==> src/rtl/sequence_detector.sv <==
// Serial detector for the pattern 0,1,0*,1 (non-overlapping) with a two-digit BCD
// hit counter shown on active-low 7-segment outputs. Define COUNT_SATURATE_EN to hold at 99.
module sequence_detector (
    input  logic       clk,
    input  logic       rst,
    input  logic       ena,
    input  logic       sig_to_test,
    output logic [6:0] disp0,
    output logic [6:0] disp1,
    output logic       z
);

    typedef enum logic [1:0] {
        IDLE  = 2'd0,
        GOT0  = 2'd1,
        GOT01 = 2'd2
    } state_t;

    state_t     state;
    state_t     state_nxt;
    logic [3:0] ones;
    logic [3:0] tens;
    logic [3:0] ones_nxt;
    logic [3:0] tens_nxt;

    always_ff @(posedge clk) begin
        if (rst) begin
            state <= IDLE;
        end else if (ena) begin
            state <= state_nxt;
        end
    end

    always_comb begin
        state_nxt = state;
        case (state)
            IDLE:    state_nxt = sig_to_test ? IDLE  : GOT0;
            GOT0:    state_nxt = sig_to_test ? GOT01 : GOT0;
            GOT01:   state_nxt = sig_to_test ? IDLE  : GOT01;
            default: state_nxt = IDLE;
        endcase
    end

    // z already folds in ena and ~rst, so it doubles as the counter enable.
    assign z = (state == GOT01) & sig_to_test & ena & ~rst;

    always_comb begin
        ones_nxt = ones;
        tens_nxt = tens;
        if (ones == 4'd9) begin
            if (tens == 4'd9) begin
`ifdef COUNT_SATURATE_EN
                ones_nxt = 4'd9;
                tens_nxt = 4'd9;
`else
                ones_nxt = '0;
                tens_nxt = '0;
`endif
            end else begin
                ones_nxt = '0;
                tens_nxt = tens + 4'd1;
            end
        end else begin
            ones_nxt = ones + 4'd1;
        end
    end

    always_ff @(posedge clk) begin
        if (rst) begin
            ones <= '0;
            tens <= '0;
        end else if (z) begin
            ones <= ones_nxt;
            tens <= tens_nxt;
        end
    end

    function automatic logic [6:0] seg_decode(input logic [3:0] d);
        logic [6:0] seg;
        case (d)
            4'd0:    seg = 7'h40;
            4'd1:    seg = 7'h79;
            4'd2:    seg = 7'h24;
            4'd3:    seg = 7'h30;
            4'd4:    seg = 7'h19;
            4'd5:    seg = 7'h12;
            4'd6:    seg = 7'h02;
            4'd7:    seg = 7'h78;
            4'd8:    seg = 7'h00;
            4'd9:    seg = 7'h10;
            default: seg = 7'h7F;
        endcase
        return seg;
    endfunction

    assign disp0 = seg_decode(ones);
    assign disp1 = seg_decode(tens);

endmodule

==> config.mk <==
export PLATFORM = sky130hd
export DESIGN_NAME = sequence_detector
export DESIGN_NICKNAME = d
export VERILOG_FILES = /design/src/rtl/sequence_detector.sv
export SDC_FILE = /design/constraint.sdc
export NUM_CORES = 1
export LEC_CHECK = 0
export ABC_AREA = 1
export ABC_CLOCK_PERIOD_IN_PS = 2050
export CAP_MARGIN = 5
export CORE_UTILIZATION = 30
export DETAILED_ROUTE_END_ITERATION = 16
export GPL_ROUTABILITY_DRIVEN = 0
export PLACE_DENSITY = 0.55
export SETUP_SLACK_MARGIN = 0.05
export SKIP_LAST_GASP = 1
export SLEW_MARGIN = 40
export SYNTH_ARGS = -nofsm -noshare
export SYNTH_HDL_FRONTEND = slang
export SYNTH_SLANG_ARGS = --single-unit
==> constraint.sdc <==
create_clock -name clk -period 2.05 [get_ports clk]
set_input_delay 0.5125 -clock clk [delete_from_list [all_inputs] [get_ports clk]]
set_output_delay 0.5125 -clock clk [all_outputs]
set_load 0.01 [all_outputs]
# Word level (Yosys, flattened, before mapping)

Memories as Yosys holds them, arrays and structs flattened. A register that Yosys moved wholly into a read port is not among the register bits.
Index checks and enable logic that the tools add are counted.

$add $sub $neg: 2
Equal/unequal tests: 4
Muxes and demuxes: 10
Bitwise gates (word level): 4
Reductions and logical operators: 2

Operators by type and width:

| cell                | count |
|---|---|
| $mux 4              | 6 |
| $add 4x1->4 const B | 2 |
| $eq 4x4->1 const B  | 2 |
| $pmux 2 s3          | 1 |
| $mux 2              | 2 |
| $and 1x1->1         | 3 |
| $eq 2x1->1 const B  | 1 |
| $eq 2x2->1 const B  | 1 |
| $logic_not 2->1     | 1 |
| $reduce_and 2->1    | 1 |
| $mux 1              | 1 |
| $not 1->1           | 1 |

Register bits: 10
Memory bits (read-only): 224
Bits of input ports: 4
Output and inout port bits: 15
Word-level logic and storage cells: 27
Memories: 2

Memory list:

| memory           | depth | bits a word | read ports | clocked after memory_dff | wr ports | line | RTL |
|---|---|---|---|---|---|---|---|
| (name not given) | 16    | 7           | 1          | 1                        | 0        | 80   | `case (d)` |
| (name not given) | 16    | 7           | 1          | 1                        | 0        | 80   |  |

# Longest topological paths before layout

Gate-level depths: netlist (run 1).

Depth after elaboration: 7
Depth in mapped cells: 14

# Worst setup path after synthesis (run 1)

OpenSTA, ideal clock, no wires.

Path kind: input-to-reg
Start: input port rst
End: register, netlist name disp0[3]
Library setup time: 0.114 ns
Data arrival time: 1.749 ns
Setup slack: 0.188 ns
Stages: 13
Path buffers: 1
Cell sequence: inv_2 -> nand3_1 -> nor2_2 -> buf_6 -> nand3_1 -> nand2_1 -> nand2_2 -> inv_1 -> ha_1 -> inv_1 -> nand4_1 -> nand3_1 -> nand2_1

Cells in the longest elaborated chain, start to end: 4

Ends and longest elaborated chain:

| what                                 | line | RTL |
|---|---|---|
| start, declared                      | 5    | `input logic rst,` |
| $not 1->1                            | 45   | `assign z = (state == GOT01) & sig_to_test & ena & ~rst;` |
| $and 1x1->1                          | 45   |  |
| via z                                | 10   | `output logic z` |
| $mux 4 (no source line) (2 in a row) | n/a  |  |

The timed path passes the listed nets, and every way through them passes these cells.
A chain may end at the register's enable or synchronous reset.

# Final worst setup path (run 1)

Start: register ones[1]
End: register, netlist name disp1[3]

Cells in the longest elaborated chain, start to end: 4

Ends and longest elaborated chain:

| what                                 | line | RTL |
|---|---|---|
| start, declared                      | 21   | `logic [3:0] ones;` |
| start signal, assigned               | 73   | `ones <= ones_nxt;` |
| $eq 4x4->1                           | 50   | `if (ones == 4'd9) begin` |
| $reduce_and 2->1 (no source line)    | n/a  |  |
| $mux 4 (no source line) (2 in a row) | n/a  |  |

Every way passes these cells.

==> impl_metrics.ini, run 1 <==
[timing]
rsz0062_at_grt = yes
hold_violations = 0
slew_headroom_pct = 80.9
fin_ws_ps = 155
min_period_ps = 1890
period_share_pct = 92.4
slew_violations = 0
tns_ps = 0
setup_viol = 0
whs_ps = 509
skew_ps = 1.65
max_freq_mhz = 528
tightest_slew_ps = 284

[finish]
drive_gt1_share_pct = 29.6
antenna_cells = 0
layout_commonest_cell = nand2_1
syn_to_final_growth_pct = 42.2
final_cell_mix = 52 x nand2_1, 32 x buf_4, 30 x nand3_1
final_cells = 305
final_nets = 272
n_fill_cell = 463

[setup_path]
crit_chain = inv_2, ha_4, nand2_1, nor2_4, nand3_4, nand2_1, nand2_2, nand2_4, inv_2, ha_1, inv_1, nand3_1, nand3_1, nand2_1
cp_slowest_cell = dfxtp_2
setup.worst_path.start_class = flop
cp_max_fo = 5
worstPathRequired_ps = 2210
critPathArrivalTime_ps = 2060
cpPeakStageDelay_ps = 340
worstSetupPathType = flop to flop
r2r_slack_ps = 160
r2r-end = disp1[3]
r2r_start = ones[1]
cp-end-kind = flop
ff2ff_path_depth = 14
cp_common_cell = nand2_1

[floorplanning]
die_y_um = 71.0
std_cell_rows = 24
die_x_um = 71.0
ios = 19
die_area_um2 = 5040
start_util_pct = 31.9
core_area_um2 = 4470

[grt]
overflow = 0
grt_first_pass_wirelength_um = 5480
grt_antenna_before_repair = 0
grt_max_degree = 23
first_global_vias = 1281
track_usage_pct = 13.6

[drt]
drtAntennaViolNets = 0
via_per_inst = 4.36
first_pass_iters = 10
drt-total-wl_um = 3090
wire_per_inst_um = 10.1
routed-via-count = 1329
drt_iter0_markers = 41
drc = 1

[placed_design]
place_hpwl_um = 2390
dp_cells = 294
pre_cts_ws_ps = -419
io_buffers = 18

[outcome]
status = finished with violations
failed_checks = DRC

[pwr]
power_density_nw_per_um2 = 424
power.total_uw = 861
max-vdd-ir-drop_v = 0.000171
leakage_nw = 1.11

[synthesis]
netlist_area_um2 = 1430
ys_warn_count = 0
yosysTopAreaCellShare_pct = 33.7
ys_ff_latch = 24
synth.net_count = 217
ys_seq_area_share_pct = 33.7
synth.area.top_cells = dfxtp_1 34%, nand2_1 15%, ha_1 12%
syn_inst = 199
ys_types = 22
synth_area_per_cell_um2 = 7.17
synth_largest_area_cell = dfxtp_1

[job]
maxCapViolations = 0

[clocking]
cts_tree = yes
clk_pin_slew_ps = 80
numCtsBuffers = 3
clock-sinks = 24
clock_path_buffers = 2
worstSkewPairLatency_ps = 260
cts_hold_buf = 0
cts_max_level = 1
root_buffer = clkbuf_8

[worst_hold_path]
min_path_type = flop to flop
min_delay_worst_endpoint = state[1]
min-delay-start = state[0]
holdPathStages = 2
## synthesized netlist by cell type, drive strengths merged
cell,number
a21oi,1
a31oi,1
buf,3
dfxtp,24
ha,14
inv,35
nand2,65
nand3,36
nand4,7
nor2,7
nor3,1
o21ai,4
or2,1
## worst max path at each step
stage             from  slack [ps]        to  cells past startpoint
2_1_floorplan      rst         190  disp0[3]                     13
3_3_place_gp       rst        -390  disp0[6]                     14
3_5_place_dp       rst        -420  disp1[3]                     13
4_1_cts        ones[0]          70  disp1[3]                     13
5_1_grt        ones[1]          -3  disp1[3]                     14
6_report       ones[1]         160  disp1[3]                     14
## cells by family after synthesis
group                      after synthesis  share of synthesized area, %
buffers and inverters                   38                          10.7
adders and majority gates               14                          12.3
DFF                                     24                          33.7
and+or+nand+nor                        117                          40.7
AOI/OAI and AO/OA                        6                          2.72
## what timing repair did
action | 4_1_cts | 5_1_grt
endpoints found under the setup margin | 13 | 10
buffers inserted | 4 | 3
resized for setup | 16 | 11
pin swaps | 7 | 4
## metrics by stage
step	utilization, %	area (um^2)
floorplan	-	1430
global placement	41.6	1860
detailed placement	41.6	1860
CTS	44.0	1970
global route	45.4	2030
finish	45.4	2030
## flip-flops by register name (all words and copies together), names as in the netlist
| register | count |
|---|---|
| tens | 4 |
| state | 2 |
| disp0 | 7 |
| disp1 | 7 |
| ones | 4 |
## layer usage
metal  vias up  global-route usage (%)  wire length [um]
li1        739                       -                 -
met5         -                       0                 0
met4         0                    5.33                43
met3         4                    2.14                84
met1       569                    19.1              1650
met2        17                    21.0              1310
## power breakdown
part	leakage (nW)	switching, mW	internal, mW	total [mW]
clock	0.0288	0.148	0.171	0.320
combinational	0.888	0.0368	0.0292	0.0660
sequential	0.195	0.00417	0.471	0.476
total	1.11	0.189	0.672	0.861
## layout make-up
| type | instances | area, um^2 | share of cell area, % |
|---|---|---|---|
| Inverter | 35 | 131 | 6.47 |
| Clock buffer | 4 | 55.1 | 2.71 |
| Multi-Input combinational cell | 137 | 842 | 41.5 |
| Sequential cell | 24 | 483 | 23.8 |
| Timing Repair Buffer | 53 | 453 | 22.3 |
| Tap cell | 52 | 65.1 | 3.21 |
## worst max-delay path: cells and delay by family (launching register included)
kind          cells  cell delay [ps]
buf+inv           3              170
simple gates      9              870
fa+ha+maj         2              420
flops             1              340
(Power assumes the default switching activity.)
==> run 2: changes to the inputs <==
- ABC_AREA: 1 -> 0
- RECOVER_POWER: not set -> 50
==> impl_metrics.ini, run 2 <==
[synthesis]
synthTopCellsByCount = 24 x dfxtp_1, 15 x nor2_1, 14 x ha_1, 13 x a21oi_1, 13 x inv_1
synth.area.top_cells = dfxtp_1 34%, ha_1 13%, mux2i_1 5.7%
async_flop_share_pct = 0
ys_warn_count = 0
ys_seq_area_share_pct = 34.3
synth_ff_type = dfxtp_1
synth.net_count = 167
synth_edf_count = 0
syn_inst = 149
synth_largest_area_cell = dfxtp_1
synth_area_per_cell_um2 = 9.39
synth_most_common_cell = dfxtp_1
ys_ff_latch = 24
ys_types = 45
netlist_area_um2 = 1400
yosysTopAreaCellShare_pct = 34.3

[timing]
skew_ps = 6.24
max_freq_mhz = 522
min_period_ps = 1920
hold_violations = 0
tns_ps = 0
rsz0062_at_grt = yes
slew_headroom_pct = 63.0
tightest_slew_ps = 553
period_share_pct = 93.5
setup_viol = 0
slew_violations = 0

[finish]
drive_gt1_share_pct = 38.5
final_cells = 260
final_area_um2 = 2050
layout_commonest_cell = buf_4
antenna_cells = 0
final_nets = 227
syn_to_final_growth_pct = 46.5
final_cell_mix = 37 x buf_4, 20 x dfxtp_1, 13 x nor2_1

[floorplanning]
core_area_um2 = 4410
std_cell_rows = 24
start_util_pct = 31.7
die_area_um2 = 4940
die_x_um = 70.3
ios = 19
die_y_um = 70.3

[drt]
via_per_inst = 4.96
wire_per_inst_um = 12.4
drc = 0
drt_iter0_markers = 33
drt-total-wl_um = 3210
first_pass_iters = 4
routed-via-count = 1289
drtAntennaViolNets = 0

[worst_hold_path]
min_path_type = flop to flop

[clocking]
numCtsBuffers = 3
worstSkewPairLatency_ps = 260
clk_pin_slew_ps = 90
cts_max_level = 1
clock_path_buffers = 2
clock-sinks = 24
cts_tree = yes
root_buffer = clkbuf_8

[pwr]
p_int_uw = 662
p_sw_share_pct = 20.7
clkPwrFrac_pct = 38.2
p_sw_uw = 173
pwr-share-comb_pct = 5.2
max-vdd-ir-drop_v = 0.000266
power.total_uw = 834
leakage_nw = 0.939
sequentialPowerShare_pct = 56.6
power_density_nw_per_um2 = 407

[placed_design]
dp_cells = 252
place_hpwl_um = 2420
io_buffers = 18
placed_area_um2 = 1920

[job]
maxCapViolations = 0

[setup_path]
critPathArrivalTime_ps = 2120
worstSetupPathType = flop to flop
r2r_slack_ps = 130
cp-end-kind = flop
worstPathRequired_ps = 2250
cp_max_fo = 4
setup.worst_path.start_class = flop

[grt]
overflow = 0
track_usage_pct = 13.4
grt_antenna_before_repair = 0
first_global_vias = 1294
grt_max_degree = 14
grt_first_pass_wirelength_um = 5460

[outcome]
status = completed
run 2: cells by family (layout without fill, tap and decap cells):
kind of cell	after synthesis	in the layout	share of synthesized area [%]
DFF	24	24	34.3
muxes	9	9	6.53
xor gates and xnor gates	2	2	1.25
AOI/OAI and AO/OA	40	40	21.2
and+or+nand+nor	41	41	18.3
buffers and inverters	19	78	5.81
adders and majority gates	14	14	12.5
run 2: critical path, cell delays in order, from the launching register on:
cell	delay [ps]
dfxtp_2	340
inv_2	60
ha_4	120
and3b_4	250
nand2_4	90
o31a_1	330
ha_1	320
or2b_1	240
a21oi_2	100
run 2: through the flow:
| step | worst slack, ps | util, % | hold WS, ps |
|---|---|---|---|
| floorplan | 41.6 | - | 505 |
| global placement | -482 | 43.6 | 528 |
| detailed placement | -516 | 43.6 | 549 |
| CTS | 53.2 | 45.5 | 564 |
| global route | 39.3 | 46.4 | 580 |
| finish | 132 | 46.4 | 543 |
run 2: cell type report:
class                   count  area (um^2)
clock buffers               4         55.1
fillers                   433         2360
inverters                  15         56.3
multi-input cells         106          893
flip-flops and latches     24          485
well taps                  52         65.1
repair buffers             59          494
run 2: metal layers:
metal / share of wire (%) / wire length [um] / global-route usage (%)
met5: 0 / 0 / 0
met4: 0.75 / 24 / 3.11
met3: 2.3 / 74 / 3.03
met2: 51 / 1640 / 24.6
met1: 46 / 1470 / 15.5
run 2: power by group through the flow:
stage / logic (mW) / clock network [mW] / registers (mW)
6_report: 0.0437 / 0.318 / 0.472
5_1_grt: 0.0479 / 0.354 / 0.472
4_1_cts: 0.0434 / 0.332 / 0.471
3_5_place_dp: 0.0438 / 0 / 0.482
3_3_place_gp: 0.0423 / 0 / 0.482
2_1_floorplan: 0.0162 / 0 / 0.483
run 2: path summary, 6_finish.rpt:
kind                  from  endpoint  cells after the start
setup reg to reg   ones[1]  disp1[1]                      8
setup / recovery   ones[1]  disp1[1]                      8
hold / removal    state[1]  state[1]                      2
hold reg to reg   state[1]  state[1]                      2
run 2: what timing repair did:
action                                  4_1_cts  5_1_grt
gates cloned                                  0        0
hold buffers                                  0        0
buffers inserted                              3        1
gates resized for setup                      11       22
pin swaps                                     4       10
endpoints found under the setup margin       15       14
